===== src/rtl/proc18_pkg.sv =====
// Shared 18-bit processor definitions.
// Used by the sequential multiplier and the ALU decode stall logic.
package proc18_pkg;

  localparam int WORD_W    = 18;
  localparam int MUL_CNT_W = 5;
  localparam int MUL_ITERS = 18;

  typedef enum logic [1:0] {
    IDLE,
    RUN,
    DONE
  } mul_state_t;

endpackage


===== src/rtl/mul18_seq_if.sv =====
// Request/result bundle between the execute stage
// and the sequential multiplier.
interface mul18_seq_if;
  import proc18_pkg::*;

  logic              start;
  logic [WORD_W-1:0] a;
  logic [WORD_W-1:0] b;
  logic              busy;
  logic              done;
  logic [WORD_W-1:0] p_hi;
  logic [WORD_W-1:0] p_lo;
  logic              ovf;

  modport master (
    output start, a, b,
    input  busy, done, p_hi, p_lo, ovf
  );

  modport slave (
    input  start, a, b,
    output busy, done, p_hi, p_lo, ovf
  );

endinterface


===== src/rtl/adder18_rc.sv =====
// Ripple-carry adder; the multiplier's per-iteration
// partial-product add.
import proc18_pkg::*;

module adder18_rc #(
  parameter int W = WORD_W
) (
  input  logic [W-1:0] a,
  input  logic [W-1:0] b,
  input  logic         c_in,
  output logic [W-1:0] s,
  output logic         c_out
);

  logic [W:0] cy;

  assign cy[0] = c_in;

  for (genvar i = 0; i < W; i++) begin : g_fa
    assign s[i]    = a[i] ^ b[i] ^ cy[i];
    assign cy[i+1] = (a[i] & b[i])
                   | (cy[i] & (a[i] ^ b[i]));
  end

  assign c_out = cy[W];

endmodule


===== src/rtl/mul18_seq.sv =====
// Sequential 18x18 unsigned shift-add multiplier,
// one partial product per cycle, 36-bit exact result.
import proc18_pkg::*;

module mul18_seq #(
  parameter int WIDTH = WORD_W,
  parameter int CNT_W = MUL_CNT_W
) (
  input  logic         clk,
  input  logic         rst,
  mul18_seq_if.slave   bus
);

  mul_state_t       state;
  mul_state_t       state_nx;
  logic [WIDTH-1:0] mcand;
  logic [WIDTH-1:0] acc;
  logic [WIDTH-1:0] mq;
  logic [WIDTH-1:0] opb;
  logic [WIDTH-1:0] sum;
  logic             c;
  logic [CNT_W-1:0] cnt;
  logic             last;
  logic             done_q;
  logic [WIDTH-1:0] p_hi_q;
  logic [WIDTH-1:0] p_lo_q;
  logic             ovf_q;

  assign opb  = mq[0] ? mcand : '0;
  assign last = (cnt == CNT_W'(WIDTH - 1));

  adder18_rc #(
    .W     (WIDTH)
  ) u_add (
    .a     (acc),
    .b     (opb),
    .c_in  (1'b0),
    .s     (sum),
    .c_out (c)
  );

  always_ff @(posedge clk) begin
    if (rst) state <= IDLE;
    else     state <= state_nx;
  end

  always_comb begin
    state_nx = state;
    unique case (state)
      IDLE:    if (bus.start) state_nx = RUN;
      RUN:     if (last) state_nx = DONE;
      DONE:    state_nx = IDLE;
      default: state_nx = IDLE;
    endcase
  end

  // Carry-out is shifted into acc MSB so no product bit is lost.
  always_ff @(posedge clk) begin
    if (rst) begin
      mcand  <= '0;
      acc    <= '0;
      mq     <= '0;
      cnt    <= '0;
      done_q <= 1'b0;
      p_hi_q <= '0;
      p_lo_q <= '0;
      ovf_q  <= 1'b0;
    end else begin
      done_q <= 1'b0;
      unique case (state)
        IDLE: begin
          if (bus.start) begin
            mcand <= bus.a;
            acc   <= '0;
            mq    <= bus.b;
            cnt   <= '0;
          end
        end
        RUN: begin
          acc <= {c, sum[WIDTH-1:1]};
          mq  <= {sum[0], mq[WIDTH-1:1]};
          cnt <= cnt + 1'b1;
        end
        DONE: begin
          p_hi_q <= acc;
          p_lo_q <= mq;
          ovf_q  <= |acc;
          done_q <= 1'b1;
        end
        default: ;
      endcase
    end
  end

  assign bus.busy = (state == RUN);
  assign bus.done = done_q;
  assign bus.p_hi = p_hi_q;
  assign bus.p_lo = p_lo_q;
  assign bus.ovf  = ovf_q;

endmodule


===== src/flat_wrapper.sv =====
// flat-port wrapper written by rule: the top's interface ports become plain ports
module mul18_seq_flat 
#(
  parameter int WIDTH = WORD_W,
  parameter int CNT_W = MUL_CNT_W
)
  (clk, rst, bus_start, bus_a, bus_b, bus_busy, bus_done, bus_p_hi, bus_p_lo, bus_ovf);
  mul18_seq_if bus_i ();
  input  logic clk;
  input  logic rst;
  input wire logic [$bits(bus_i.start)-1:0] bus_start;
  input wire logic [$bits(bus_i.a)-1:0] bus_a;
  input wire logic [$bits(bus_i.b)-1:0] bus_b;
  output wire logic [$bits(bus_i.busy)-1:0] bus_busy;
  output wire logic [$bits(bus_i.done)-1:0] bus_done;
  output wire logic [$bits(bus_i.p_hi)-1:0] bus_p_hi;
  output wire logic [$bits(bus_i.p_lo)-1:0] bus_p_lo;
  output wire logic [$bits(bus_i.ovf)-1:0] bus_ovf;
  assign bus_i.start = bus_start;
  assign bus_i.a = bus_a;
  assign bus_i.b = bus_b;
  assign bus_busy = bus_i.busy;
  assign bus_done = bus_i.done;
  assign bus_p_hi = bus_i.p_hi;
  assign bus_p_lo = bus_i.p_lo;
  assign bus_ovf = bus_i.ovf;
  mul18_seq #(.WIDTH(WIDTH), .CNT_W(CNT_W)) u_core (.clk(clk), .rst(rst), .bus(bus_i));
endmodule

===== config.mk =====
export PLATFORM = sky130hd
export DESIGN_NAME = mul18_seq_flat
export DESIGN_NICKNAME = d
export VERILOG_FILES = /design/src/rtl/proc18_pkg.sv /design/src/rtl/mul18_seq_if.sv /design/src/rtl/adder18_rc.sv /design/src/rtl/mul18_seq.sv /design/src/flat_wrapper.sv
export SDC_FILE = /design/constraint.sdc
export NUM_CORES = 1
export LEC_CHECK = 0
export CAP_MARGIN = 0
export CORE_MARGIN = 2
export CORE_UTILIZATION = 30
export DETAILED_ROUTE_END_ITERATION = 6
export PLACE_DENSITY_LB_ADDON = 0.1
export SLEW_MARGIN = 20
export SYNTH_ARGS = -nofsm -noshare
export SYNTH_HDL_FRONTEND = slang
export SYNTH_HIERARCHICAL = 1
export SYNTH_SLANG_ARGS = --single-unit

===== constraint.sdc =====
create_clock -name clk -period 9.31 [get_ports clk]
set_input_delay 1.862 -clock clk [delete_from_list [all_inputs] [get_ports clk]]
set_output_delay 1.862 -clock clk [all_outputs]
set_load 0.02 [all_outputs]

Word-level counts from Yosys, hierarchy flattened
Index checks and enable logic that the tools add are counted.
Storage, ports and cells
  flip-flop bits (word level): 99
  bits of input ports: 39
  output and inout bits: 39
  logic and storage cells: 119
Operators by class
  $add $sub $neg: 1
  equal/unequal tests: 5
  mux-type cells: 11
  bitwise logic cells: 87
  reductions and logical operators: 6
Operator list (count)
  18-bit one-hot mux with 2 select lines: 2
  18-bit 2-to-1 mux: 3
  1-bit bitwise AND: 35
  1-bit bitwise XOR: 35
  18-bit OR reduction: 1
  1-bit bitwise OR: 17
  5-bit one-hot mux with 2 select lines: 1
  2-bit AND reduction: 3
  5-bit by 1-bit adder with 5-bit output, second input constant: 1
  5-bit equality test, second input constant: 1
  5-bit 2-to-1 mux: 1
  2-bit 2-to-1 mux: 2
  2-bit one-hot mux with 2 select lines: 1
  2-bit by 1-bit equality test with 1-bit output, second input constant: 1
  2-bit equality test, second input constant: 1
  2-bit zero test: 1
  2-bit by 1-bit inequality test with 1-bit output, second input constant: 1
  2-bit inequality test, second input constant: 1
  2-bit nonzero test: 1
  1-bit 2-to-1 mux: 1

Depth between registers and ports, before layout
Gate-level depths: netlist of the first run.
  word-level depth: 37
  mapped depth: 25
  mapped depth without buffers: 24

Cells and area by module
The synthesis of the first run kept the hierarchy.
By module, submodules not included
  mul18_seq: times used 1, cells each 444, area each 3747.3 um^2, sequential area each 1981.9 um^2
  adder18_rc: times used 1, cells each 28, area each 397.9 um^2, sequential area each 0.0 um^2

Least setup slack after synthesis of the first run
Ideal clock, no wire load.
  path type: register to register
  from: register u_core.mq[0]
  to: register u_core.acc[16]
  library setup time: 0.059 ns
  arrival time: 7.520 ns
  required time: 9.251 ns
  path slack: 1.732 ns
  cell stages (with the launch flop): 26
  path buffers: 1
  period minus slack after synthesis: 7.578 ns
  cells stage by stage: dfxtp_1 -> clkbuf_1 -> and2_1 -> fa_1 -> fa_1 -> fa_1 -> fa_1 -> fa_1 -> fa_1 -> fa_1 -> fa_1 -> fa_1 -> fa_1 -> fa_1 -> fa_1 -> fa_1 -> fa_1 -> fa_1 -> inv_1 -> fa_1 -> inv_1 -> fa_1 -> inv_1 -> fa_1 -> inv_1 -> a22o_1
Between the ends
  word-level cells in the longest chain between the ends: 36
  elaborated cells on any way between the ends: 69
  classes of those cells: 2 x mux; 67 x bitwise
RTL lines
  start, declared: RTL line mul18_seq.sv:18  | logic [WIDTH-1:0] mq;
  start signal, assigned: RTL line mul18_seq.sv:75  | mq <= bus.b;
  start signal, assigned: RTL line mul18_seq.sv:81  | mq <= {sum[0], mq[WIDTH-1:1]};
  18-bit 2-to-1 mux: RTL line mul18_seq.sv:29  | assign opb = mq[0] ? mcand : '0;
  via u_core.opb[0]: RTL line mul18_seq.sv:19  | logic [WIDTH-1:0] opb;
  1-bit bitwise AND: RTL line adder18_rc.sv:21  | assign cy[i+1] = (a[i] & b[i])
  1-bit bitwise AND: RTL line adder18_rc.sv:22  | | (cy[i] & (a[i] ^ b[i]));
  1-bit bitwise OR: RTL line adder18_rc.sv:22
  1-bit bitwise AND: RTL line adder18_rc.sv:22
  1-bit bitwise OR: RTL line adder18_rc.sv:22
  1-bit bitwise AND: RTL line adder18_rc.sv:22
  [... 22 more ...]
  1-bit bitwise OR: RTL line adder18_rc.sv:22
  1-bit bitwise AND: RTL line adder18_rc.sv:22
  1-bit bitwise OR: RTL line adder18_rc.sv:22
  1-bit bitwise AND: RTL line adder18_rc.sv:22
  1-bit bitwise OR: RTL line adder18_rc.sv:22
  1-bit bitwise XOR: RTL line adder18_rc.sv:20  | assign s[i] = a[i] ^ b[i] ^ cy[i];
  via u_core.sum[17]: RTL line mul18_seq.sv:20  | logic [WIDTH-1:0] sum;
  18-bit one-hot mux with 2 select lines: RTL line mul18_seq.sv:70  | unique case (state)
  end signal, assigned: RTL line mul18_seq.sv:80  | acc <= {c, sum[WIDTH-1:1]};
  end, declared: RTL line mul18_seq.sv:17  | logic [WIDTH-1:0] acc;
The timed path passes the listed nets, and every way through them passes these cells.
A chain may end at the register's enable or synchronous reset.

Worst setup path in the final report of the first run
Ends and elaborated chain as after synthesis.

==> results of run 1 <==
## per-layer routing
layer,GRT usage (%),vias up,routed length [um]
met5,0,-,0
met4,6.25,0,178
met3,2.25,11,281
met2,22.2,45,4630
met1,19.5,1565,5020
li1,-,1675,-
## flip-flops by register name (all words and copies together), names as in the netlist
| register | cells |
|---|---|
| u_core/bus.ovf | 1 |
| u_core/bus.p_hi | 18 |
| u_core/mq | 18 |
| u_core/bus.done | 1 |
| u_core/state | 2 |
| u_core/bus.p_lo | 18 |
| u_core/mcand | 18 |
| u_core/cnt | 5 |
| u_core/acc | 18 |
## through the flow
stage | util (%) | cells | cell area (um2) | power (mW) | setup WS [ps]
6_report | 39.9 | 714 | 5330 | 0.914 | 1250
5_1_grt | 39.9 | 714 | 5330 | 0.952 | 998
4_1_cts | 39.9 | 714 | 5330 | 0.925 | 1220
3_5_place_dp | 37.6 | 698 | 5020 | 0.533 | 1270
3_3_place_gp | 37.6 | 698 | 5020 | 0.532 | 1450
2_1_floorplan | - | 472 | 4150 | 0.502 | 1730
## power groups by stage
| stage | sequential, mW | clock (mW) | combinational [mW] |
|---|---|---|---|
| 2_1_floorplan | 0.454 | 0 | 0.0478 |
| 3_3_place_gp | 0.459 | 0 | 0.0724 |
| 6_report | 0.450 | 0.392 | 0.0718 |
| 5_1_grt | 0.452 | 0.419 | 0.0808 |
| 3_5_place_dp | 0.459 | 0 | 0.0731 |
| 4_1_cts | 0.450 | 0.402 | 0.0734 |
## tightest hold or removal path: cells and delay by family (launching register included)
| family | cells | cell delay, ps |
|---|---|---|
| AOI/OAI and AO/OA | 1 | 50 |
| and+or+nand+nor | 1 | 50 |
| DFF | 1 | 310 |
## cell usage after synthesis, types with 5 or more instances
cell type,instances
a21oi_1,57
a22o_1,18
and2_1,18
buf_1,5
buf_2,13
clkbuf_1,9
dfxtp_1,99
fa_1,18
inv_1,12
nand2_1,110
nor2_1,58
nor4_1,12
nor4_2,10
## cells in the final DEF (no fill, tap or decap), drive strengths merged, types with 2 or more instances in the layout
master / Yosys / layout
a21oi: 57 / 57
a22o: 18 / 18
and2: 18 / 18
buf: 22 / 5
clkbuf: 9 / 13
clkdlybuf4s50: 0 / 76
clkinvlp: 0 / 2
dfxtp: 99 / 99
fa: 18 / 18
ha: 2 / 2
inv: 12 / 12
nand2: 110 / 110
nand2b: 3 / 3
nor2: 60 / 60
nor2b: 2 / 2
nor3: 3 / 3
nor3b: 2 / 2
nor4: 22 / 22
o21ai: 2 / 2
or3: 2 / 2
## logic make-up (layout without fill, tap and decap cells)
kind of cell / after synthesis / after routing
buffers and inverters: 43 / 109
AND/OR/NAND/NOR: 226 / 226
flip-flops: 99 / 99
multiplexers: 1 / 1
adder cells (fa/ha/maj): 20 / 20
other: 1 / 1
AO/OA/AOI/OAI: 82 / 82
## worst min path at each step
stage / from / end / cells after the start
floorplan: u_core/mcand[0] / u_core/mcand[0] / 2
global placement: u_core/mcand[1] / u_core/mcand[1] / 2
detailed placement: u_core/bus.p_hi[14] / u_core/bus.p_hi[14] / 2
CTS: u_core/bus.p_hi[14] / u_core/bus.p_hi[14] / 2
global route: u_core/mcand[1] / u_core/mcand[1] / 2
finish: u_core/bus.p_hi[14] / u_core/bus.p_hi[14] / 2
## cell type report
cell class	count	area [um2]
clock buffers	13	270
clock inverters	3	45.0
fillers	1401	8020
inverters	12	45.0
multi-input cells	330	1970
flip-flops and latches	99	1980
well taps	176	220
repair buffers	81	796
==> impl_metrics.env, run 1 <==
export IMPL_synthCells=472
export IMPL_holdBufCountCts=0
export IMPL_initial_core_util_pct=31.1
export IMPL_r2r_end="u_core/acc[16]"
export IMPL_switching_share_pct=23.3
export IMPL_dr_total_vias=3296
export IMPL_path_clk_slew_ps=70
export IMPL_reg2reg_from="u_core/mq[0]"
export IMPL_max_freq_mhz=124
export IMPL_cpMostUsedCell="fa_1"
export IMPL_tritoncts_num_buffers=9
export IMPL_fin_crit_ps=8060
export IMPL_die_area_um2=14800
export IMPL_synth_top_family_by_area="simple AND/OR/NAND/NOR gates"
export IMPL_synth_avg_cell_area_um2=8.78
export IMPL_gp_congestion=0.773
export IMPL_die_h_um=122
export IMPL_vias_per_cell=4.62
export IMPL_worst_path_buf_inv=4
export IMPL_ys_seq_area_share_pct=47.8
export IMPL_cts_htree_levels=3
export IMPL_comb_power_share_pct=7.9
export IMPL_netlist_top_cells_area="dfxtp_1 48%, nand2_1 10%, fa_1 8.7%"
export IMPL_drtPass1Iterations=4
export IMPL_synth_top_cell_area_share_pct=47.8
export IMPL_grt_first_pass_wirelength_mm=16.4
export IMPL_crit_fanout=20
export IMPL_cts_tree="built"
export IMPL_first_global_vias=3281
export IMPL_diodes=0
export IMPL_p_int_uw=701
export IMPL_vdd_drop_max_v=0.0000722
export IMPL_synthArstFlopShare_pct=0
export IMPL_crit_start="u_core/mq[0]"
export IMPL_path_cells="and2_1 > fa_1 > fa_1 > fa_1 > fa_1 > fa_1 > fa_1 > fa_1 > fa_1 > fa_1 > fa_1 > fa_1 > fa_1 > fa_1 > fa_1 > fa_1 > inv_1 > fa_1 > inv_1 > fa_1 > inv_1 > fa_1 > inv_1 > a22o_1"
export IMPL_switchingPower_uw=213
export IMPL_hold_viol_final=0
export IMPL_p_leak_nw=2.00
export IMPL_ys_types=35
export IMPL_synthMuxAreaShare_pct=0.272
export IMPL_p_seq_share_pct=49.2
export IMPL_grt_max_degree=84
export IMPL_maxSlewHeadroom_pct=33.1
export IMPL_drive_above_1_share_pct=6.88
export IMPL_synth_xor_area_share_pct=0
export IMPL_area_delta_synth_final_pct=28.6
export IMPL_synth_top_cell_by_area="dfxtp_1"
export IMPL_die_width_um=122
export IMPL_endpoint_kind="flop"
export IMPL_reg2reg_slack_ps=1250
export IMPL_clock_root_buffer="clkbuf_16"
export IMPL_drv_slew=0
export IMPL_ant_nets=0
export IMPL_cts_resized=0
export IMPL_clkPwrFrac_pct=42.9
export IMPL_clock_sinks=99
export IMPL_pin_count=78
export IMPL_period_share_pct=86.6
export IMPL_synthSimpleGateAreaFrac_pct=25.8
export IMPL_wl_mm=10.1
export IMPL_ys_flop_type="dfxtp_1"
export IMPL_ys_warn_count=6
export IMPL_synth_seq_cells=99
export IMPL_drt_initial_drc_count=155
export IMPL_antenna_found_initial=0
export IMPL_portBuffers=77
export IMPL_skew_ps=6.40
export IMPL_grt_overflow_total=0
export IMPL_worst_pin_slew_ps=1000
export IMPL_insertion_delay_ps=340
export IMPL_status="finished, final reports clean"
export IMPL_criticalPathCategory="flop to flop"
export IMPL_setup_tns_ps=0
export IMPL_synth_compound_area_share_pct=11.9
export IMPL_coreArea_um2=13300
export IMPL_critPathLaunchType="flop"
export IMPL_maxCapViolCount=0
export IMPL_drcViolationCount=0
export IMPL_crit_slowest_cell="dfxtp_1"
export IMPL_groute_usage_overall_pct=14.2
export IMPL_cp_endpoint="u_core/acc[16]"
export IMPL_synthAdderAreaFrac_pct=9.30
export IMPL_netlist_area_um2=4150
export IMPL_power_density_nw_per_um2=171
export IMPL_synthesis_nets=531
export IMPL_worstPathArrival_ps=8350
export IMPL_drt_wirelength_per_cell_um=14.2
export IMPL_crit_required_ps=9600
export IMPL_cp_depth=24
export IMPL_cts_post_setup_buffers_inserted=0
export IMPL_path_delay_family="adder cells"
export IMPL_reg2reg_depth=24
export IMPL_rsz0062_at_grt="no"
export IMPL_fin_nets=592
export IMPL_slowest_delay_ps=480
export IMPL_min_path_type="flop to flop"
export IMPL_finalSetupViolations=0
export IMPL_holdWs_ps=454
export IMPL_rows=42
export IMPL_clock_path_buffers=2
export IMPL_dp_final_hpwl_mm=6.68
export IMPL_synth_edff_count=0
Note: power is estimated with default switching activity, not from simulation.
==> inputs of run 2 (changes only) <==
--- a/config.mk
+++ b/config.mk
@@ -10,6 +10,7 @@
 export CORE_UTILIZATION = 30
 export DETAILED_ROUTE_END_ITERATION = 6
 export PLACE_DENSITY_LB_ADDON = 0.1
+export SKIP_LAST_GASP = 1
 export SLEW_MARGIN = 20
 export SYNTH_ARGS = -nofsm -noshare
 export SYNTH_HDL_FRONTEND = slang
==> constraint.sdc (replaced) <==
create_clock -name clk -period 9.5 [get_ports clk]
set_input_delay 1.9 -clock clk [delete_from_list [all_inputs] [get_ports clk]]
set_output_delay 1.9 -clock clk [all_outputs]
set_load 0.02 [all_outputs]
==> run 2 against run 1 <==
First-iteration DRC count decreased by 1.9%. Worst hold slack about the same. Wire length rose by 0.29%. Critical path depth did not move. Clock-buffer cell count fell by 2. Largest cell class unchanged. Die area stayed put. Critical path type unchanged. Via count fell by 0.76%.
==> impl_metrics.env, run 2 (synthesized netlist as in run 1, its figures left out) <==
export IMPL_first_global_vias=3264
export IMPL_grt_overflow_total=0
export IMPL_gp_congestion=0.773
export IMPL_vias_per_cell=4.59
export IMPL_dr_total_vias=3271
export IMPL_cts_post_setup_buffers_inserted=0
export IMPL_die_width_um=122
export IMPL_crit_slowest_cell="dfxtp_1"
export IMPL_cpMostUsedCell="fa_1"
export IMPL_die_area_um2=14800
export IMPL_worstPathArrival_ps=8390
export IMPL_wl_mm=10.1
export IMPL_drv_slew=0
export IMPL_clock_root_buffer="clkbuf_16"
export IMPL_wl_met3_um=286
export IMPL_grt_first_pass_wirelength_mm=16.6
export IMPL_hold_depth=2
export IMPL_groute_usage_overall_pct=14.5
export IMPL_routed_top_layer="met4"
export IMPL_area_delta_synth_final_pct=27.5
export IMPL_path_cells="and2_1 > fa_1 > fa_1 > fa_1 > fa_1 > fa_1 > fa_1 > fa_1 > fa_1 > fa_1 > fa_1 > fa_1 > fa_1 > fa_1 > fa_1 > fa_1 > inv_1 > fa_1 > inv_1 > fa_1 > inv_1 > fa_1 > inv_1 > a22o_1"
export IMPL_cts_htree_levels=3
export IMPL_antenna_found_initial=0
export IMPL_reg2reg_slack_ps=1400
export IMPL_pin_count=78
export IMPL_hold_end="u_core/bus.p_hi[14]"
export IMPL_drive_above_1_share_pct=6.72
export IMPL_cts_resized=0
export IMPL_path_clk_slew_ps=60
export IMPL_r2r_end="u_core/acc[16]"
export IMPL_holdCritStartpoint="u_core/bus.p_hi[14]"
export IMPL_initial_core_util_pct=31.1
export IMPL_maxSlewHeadroom_pct=33.1
export IMPL_worst_path_buf_inv=4
export IMPL_dr_wl_met2_mm=4.66
export IMPL_holdWs_ps=454
export IMPL_coreArea_um2=13300
export IMPL_crit_fanout=20
export IMPL_clock_sinks=99
export IMPL_path_delay_family="adder cells"
export IMPL_holdBufCountCts=0
export IMPL_cts_tree="built"
export IMPL_tritoncts_num_buffers=9
export IMPL_min_path_type="flop to flop"
export IMPL_rows=42
export IMPL_hold_viol_final=0
export IMPL_max_freq_mhz=123
export IMPL_ant_nets=0
export IMPL_power_density_nw_per_um2=161
export IMPL_rsz0062_at_grt="no"
export IMPL_vdd_drop_max_v=0.0000705
export IMPL_fin_nets=592
export IMPL_portBuffers=77
export IMPL_dp_final_hpwl_mm=6.68
export IMPL_final_common_cell="nand2_1"
export IMPL_critPathLaunchType="flop"
export IMPL_drtPass1Iterations=4
export IMPL_die_h_um=122
export IMPL_clock_path_buffers=2
export IMPL_skew_ps=4.26
export IMPL_crit_required_ps=9780
export IMPL_grt_max_degree=84
export IMPL_p_leak_nw=1.98
export IMPL_reg2reg_depth=24
export IMPL_reg2reg_from="u_core/mq[0]"
export IMPL_finalSetupViolations=0
export IMPL_criticalPathCategory="flop to flop"
export IMPL_drt_initial_drc_count=152
export IMPL_endpoint_kind="flop"
export IMPL_diodes=0
export IMPL_slowest_delay_ps=480
export IMPL_drt_wirelength_per_cell_um=14.2
export IMPL_fin_crit_ps=8100
export IMPL_wl_met1_mm=5.01
export IMPL_status="finished, final reports clean"
export IMPL_period_share_pct=85.3
export IMPL_drcViolationCount=0
export IMPL_final_cell_mix="110 x nand2_1, 99 x dfxtp_1, 76 x clkdlybuf4s50_1, 58 x nor2_1, 57 x a21oi_1"
export IMPL_insertion_delay_ps=340
export IMPL_maxCapViolCount=0
export IMPL_worst_pin_slew_ps=1000
export IMPL_setup_tns_ps=0
## run 2: cell types whose count changed in the layout (fill, tap and decap cells not counted)
| cell | change |
|---|---|
| clkbuf_8 | -1 |
| clkinv_2 | +3 |
| clkbuf_1 | -1 |
| bufinv_16 | -1 |
| clkinvlp_4 | -2 |
## run 2: worst max-delay path by stage
stage	from	to	depth (start not counted)
floorplan	u_core/mq[0]	u_core/acc[16]	25
global placement	u_core/mq[0]	u_core/acc[16]	24
detailed placement	u_core/mq[0]	u_core/acc[16]	24
CTS	u_core/mq[0]	u_core/acc[16]	24
global route	u_core/mq[0]	u_core/acc[16]	24
finish	u_core/mq[0]	u_core/acc[16]	24
## run 2: cell type report
cell class	count	area (um2)
clock buffers	11	253
clock inverters	3	15.0
fillers	1405	8060
inverters	12	45.0
multi-input cells	330	1970
flip-flops and latches	99	1980
well taps	176	220
repair buffers	81	796
## run 2: routing by layer
layer	vias up	GRT usage (%)
met1	1536	20.2
met5	-	0
met4	0	6.25
met3	11	2.29
met2	50	22.1
li1	1674	-
## run 2: where the power goes
group / internal, mW / switching (mW) / leakage (nW)
sequential: 0.429 / 0.0118 / 0.805
clock: 0.188 / 0.152 / 0.137
combinational: 0.0321 / 0.0387 / 1.04
## run 2: stage by stage
stage	setup slack (ps)	util, %	instance area [um2]	total power [mW]	instances
finish	1400	39.6	5280	0.852	712
global route	1110	39.6	5280	0.888	712
CTS	1390	39.6	5280	0.862	712
global placement	1640	37.6	5020	0.521	698
detailed placement	1460	37.6	5020	0.522	698
floorplan	1920	-	4150	0.492	472
## run 2: tightest hold or removal path: stages (launching register included)
cell and delay (ps):
dfxtp_1 310, nand2_1 50, a21oi_1 50
==> inputs of run 3 (changes only) <==
--- a/config.mk
+++ b/config.mk
@@ -6,7 +6,6 @@
 export NUM_CORES = 1
 export LEC_CHECK = 0
 export CAP_MARGIN = 0
-export CORE_MARGIN = 2
 export CORE_UTILIZATION = 30
 export DETAILED_ROUTE_END_ITERATION = 6
 export PLACE_DENSITY_LB_ADDON = 0.1
==> constraint.sdc (replaced) <==
create_clock -name clk -period 6.9 [get_ports clk]
set_input_delay 1.38 -clock clk [delete_from_list [all_inputs] [get_ports clk]]
set_output_delay 1.38 -clock clk [all_outputs]
set_load 0.02 [all_outputs]
==> run 3 against run 2 <==
The run now ends with setup timing left. Sequential share of layout area shrank 0.78 points. Combinational power grew 43%. Final area grew 2.2%. Sequential cell count is the same. Worst hold slack lost 2.6 ps. Clock-buffer cell count grew 3. Register-to-register slack lost 1500 ps. Sequential power grew 37%. Non-clock buffer count grew 3. Highest routed layer unchanged.
==> impl_metrics.env, run 3 (synthesized netlist as in run 1, its figures left out) <==
export IMPL_status="finished, violations left"
export IMPL_violations="setup timing"
export IMPL_vdd_drop_max_v=0.000109
export IMPL_crit_fanout=2
export IMPL_power_density_nw_per_um2=228
export IMPL_path_cells="and2_4 > fa_2 > fa_2 > fa_2 > fa_2 > fa_2 > fa_2 > fa_2 > fa_2 > fa_2 > fa_2 > fa_2 > fa_2 > fa_2 > fa_2 > fa_2 > inv_2 > fa_2 > inv_2 > fa_2 > inv_2 > fa_2 > inv_1 > a22o_1"
export IMPL_grt_max_degree=84
export IMPL_fin_ws_ps=-133
export IMPL_pin_count=78
export IMPL_maxCapViolCount=0
export IMPL_dp_cells=701
export IMPL_finalSetupViolations=1
export IMPL_initial_core_util_pct=31.1
export IMPL_final_cell_mix="110 x nand2_1, 98 x dfxtp_1, 76 x clkdlybuf4s50_1, 58 x nor2_1, 57 x a21oi_1"
export IMPL_rows=42
export IMPL_crit_slowest_cell="fa_2"
export IMPL_die_width_um=120
export IMPL_worst_path_buf_inv=4
export IMPL_drcViolationCount=0
export IMPL_criticalPathCategory="flop to flop"
export IMPL_worst_pin_slew_ps=934
export IMPL_die_h_um=120
export IMPL_crit_required_ps=7190
export IMPL_max_freq_mhz=142
export IMPL_drive_above_1_share_pct=11.3
export IMPL_portBuffers=77
export IMPL_drt_wirelength_per_cell_um=14.0
export IMPL_dp_final_hpwl_mm=6.81
export IMPL_vias_per_cell=4.61
export IMPL_clock_path_buffers=2
export IMPL_instances_no_fill=716
export IMPL_maxSlewHeadroom_pct=37.7
export IMPL_total_power_mw=1.23
export IMPL_cts_htree_levels=3
export IMPL_groute_usage_overall_pct=15.0
export IMPL_clock_root_buffer="clkbuf_16"
export IMPL_antenna_found_initial=0
export IMPL_tritoncts_num_buffers=9
export IMPL_min_path_type="flop to flop"
export IMPL_dr_total_vias=3303
export IMPL_fin_crit_ps=7030
export IMPL_period_share_pct=102
export IMPL_p_leak_nw=1.98
export IMPL_top_usage_layer="met2"
export IMPL_cpMostUsedCell="fa_2"
export IMPL_slowest_delay_ps=410
export IMPL_path_clk_slew_ps=70
export IMPL_utilization_pct=40.4
export IMPL_drt_initial_drc_count=215
export IMPL_drv_slew=0
export IMPL_critPathLaunchType="flop"
export IMPL_holdBufCountCts=0
export IMPL_wl_mm=10.0
export IMPL_cts_tree="built"
export IMPL_place_ws_ps=-185
export IMPL_final_common_cell="nand2_1"
export IMPL_cp_depth=24
export IMPL_diodes=0
export IMPL_die_area_um2=14300
export IMPL_drtPass1Iterations=4
export IMPL_reg2reg_depth=24
export IMPL_skew_ps=7.36
export IMPL_clock_sinks=99
export IMPL_grt_overflow_total=0
export IMPL_area_delta_synth_final_pct=30.2
export IMPL_hold_viol_final=0
export IMPL_hold_depth=2
export IMPL_first_global_vias=3322
export IMPL_use_met1_pct=20.2
export IMPL_grt_first_pass_wirelength_mm=16.7
export IMPL_met3_usage_pct=2.47
export IMPL_gp_congestion=0.707
export IMPL_rsz0062_at_grt="yes"
export IMPL_endpoint_kind="flop"
export IMPL_path_delay_family="adder cells"
export IMPL_coreArea_um2=13300
export IMPL_met2_usage_pct=22.9
export IMPL_fin_nets=595
export IMPL_insertion_delay_ps=340
export IMPL_worstPathArrival_ps=7320
export IMPL_ant_nets=0
==> run 3: changes by cell type in the layout (fill, tap and decap cells not counted), moves of 2 or more <==
| cell | change |
|---|---|
| inv_1 | -3 |
| clkinv_2 | -3 |
| fa_1 | -18 |
| fa_2 | +18 |
| inv_2 | +3 |
| buf_4 | +3 |
| clkbuf_8 | +2 |
==> run 3: timing repair <==
item | 4_1_cts | 5_1_grt
resized for setup | 8 | 0
setup endpoints to repair | 2 | 2
cloned | 0 | 0
setup buffers | 0 | 0
==> run 3: where the power goes <==
group / internal, mW / total, mW / switching (mW)
sequential: 0.591 / 0.605 / 0.0138
clock: 0.319 / 0.525 / 0.206
combinational: 0.0453 / 0.101 / 0.0559
==> run 3: worst paths after layout <==
kind,slack [ps],startpoint,end
max,-130,u_core/mq[0],u_core/acc[16]
min,450,u_core/bus.p_hi[3],u_core/bus.p_hi[3]
max reg2reg,-130,u_core/mq[0],u_core/acc[16]
min reg2reg,450,u_core/bus.p_hi[3],u_core/bus.p_hi[3]
==> run 3: area by class of cell <==
cell class	instances	area, um2
Clock buffer	14	284
Clock inverter	1	30.0
Fill cell	1399	7950
Inverter	12	45.0
Multi-Input combinational cell	330	2020
Sequential cell	99	1980
Tap cell	176	220
Timing Repair Buffer	84	818
==> run 3: metal layers <==
layer  wire (um)  vias up
met2        4630       65
met5           0        -
li1            -     1682
met3         375       10
met4         173        0
met1        4830     1546
==> run 3: tightest hold or removal path, delay by kind of cell (launching register included) <==
kind / cells / cell delay (ps)
compound gates: 1 / 50
simple gates: 1 / 50
flops: 1 / 310
==> run 3: stage by stage <==
stage,setup TNS [ps],cell area [um2],hold slack [ps]
floorplan,-75.0,4180,432
global placement,-54.5,5070,442
detailed placement,-230,5070,446
CTS,-163,5400,456
global route,-458,5400,468
finish,-133,5400,451
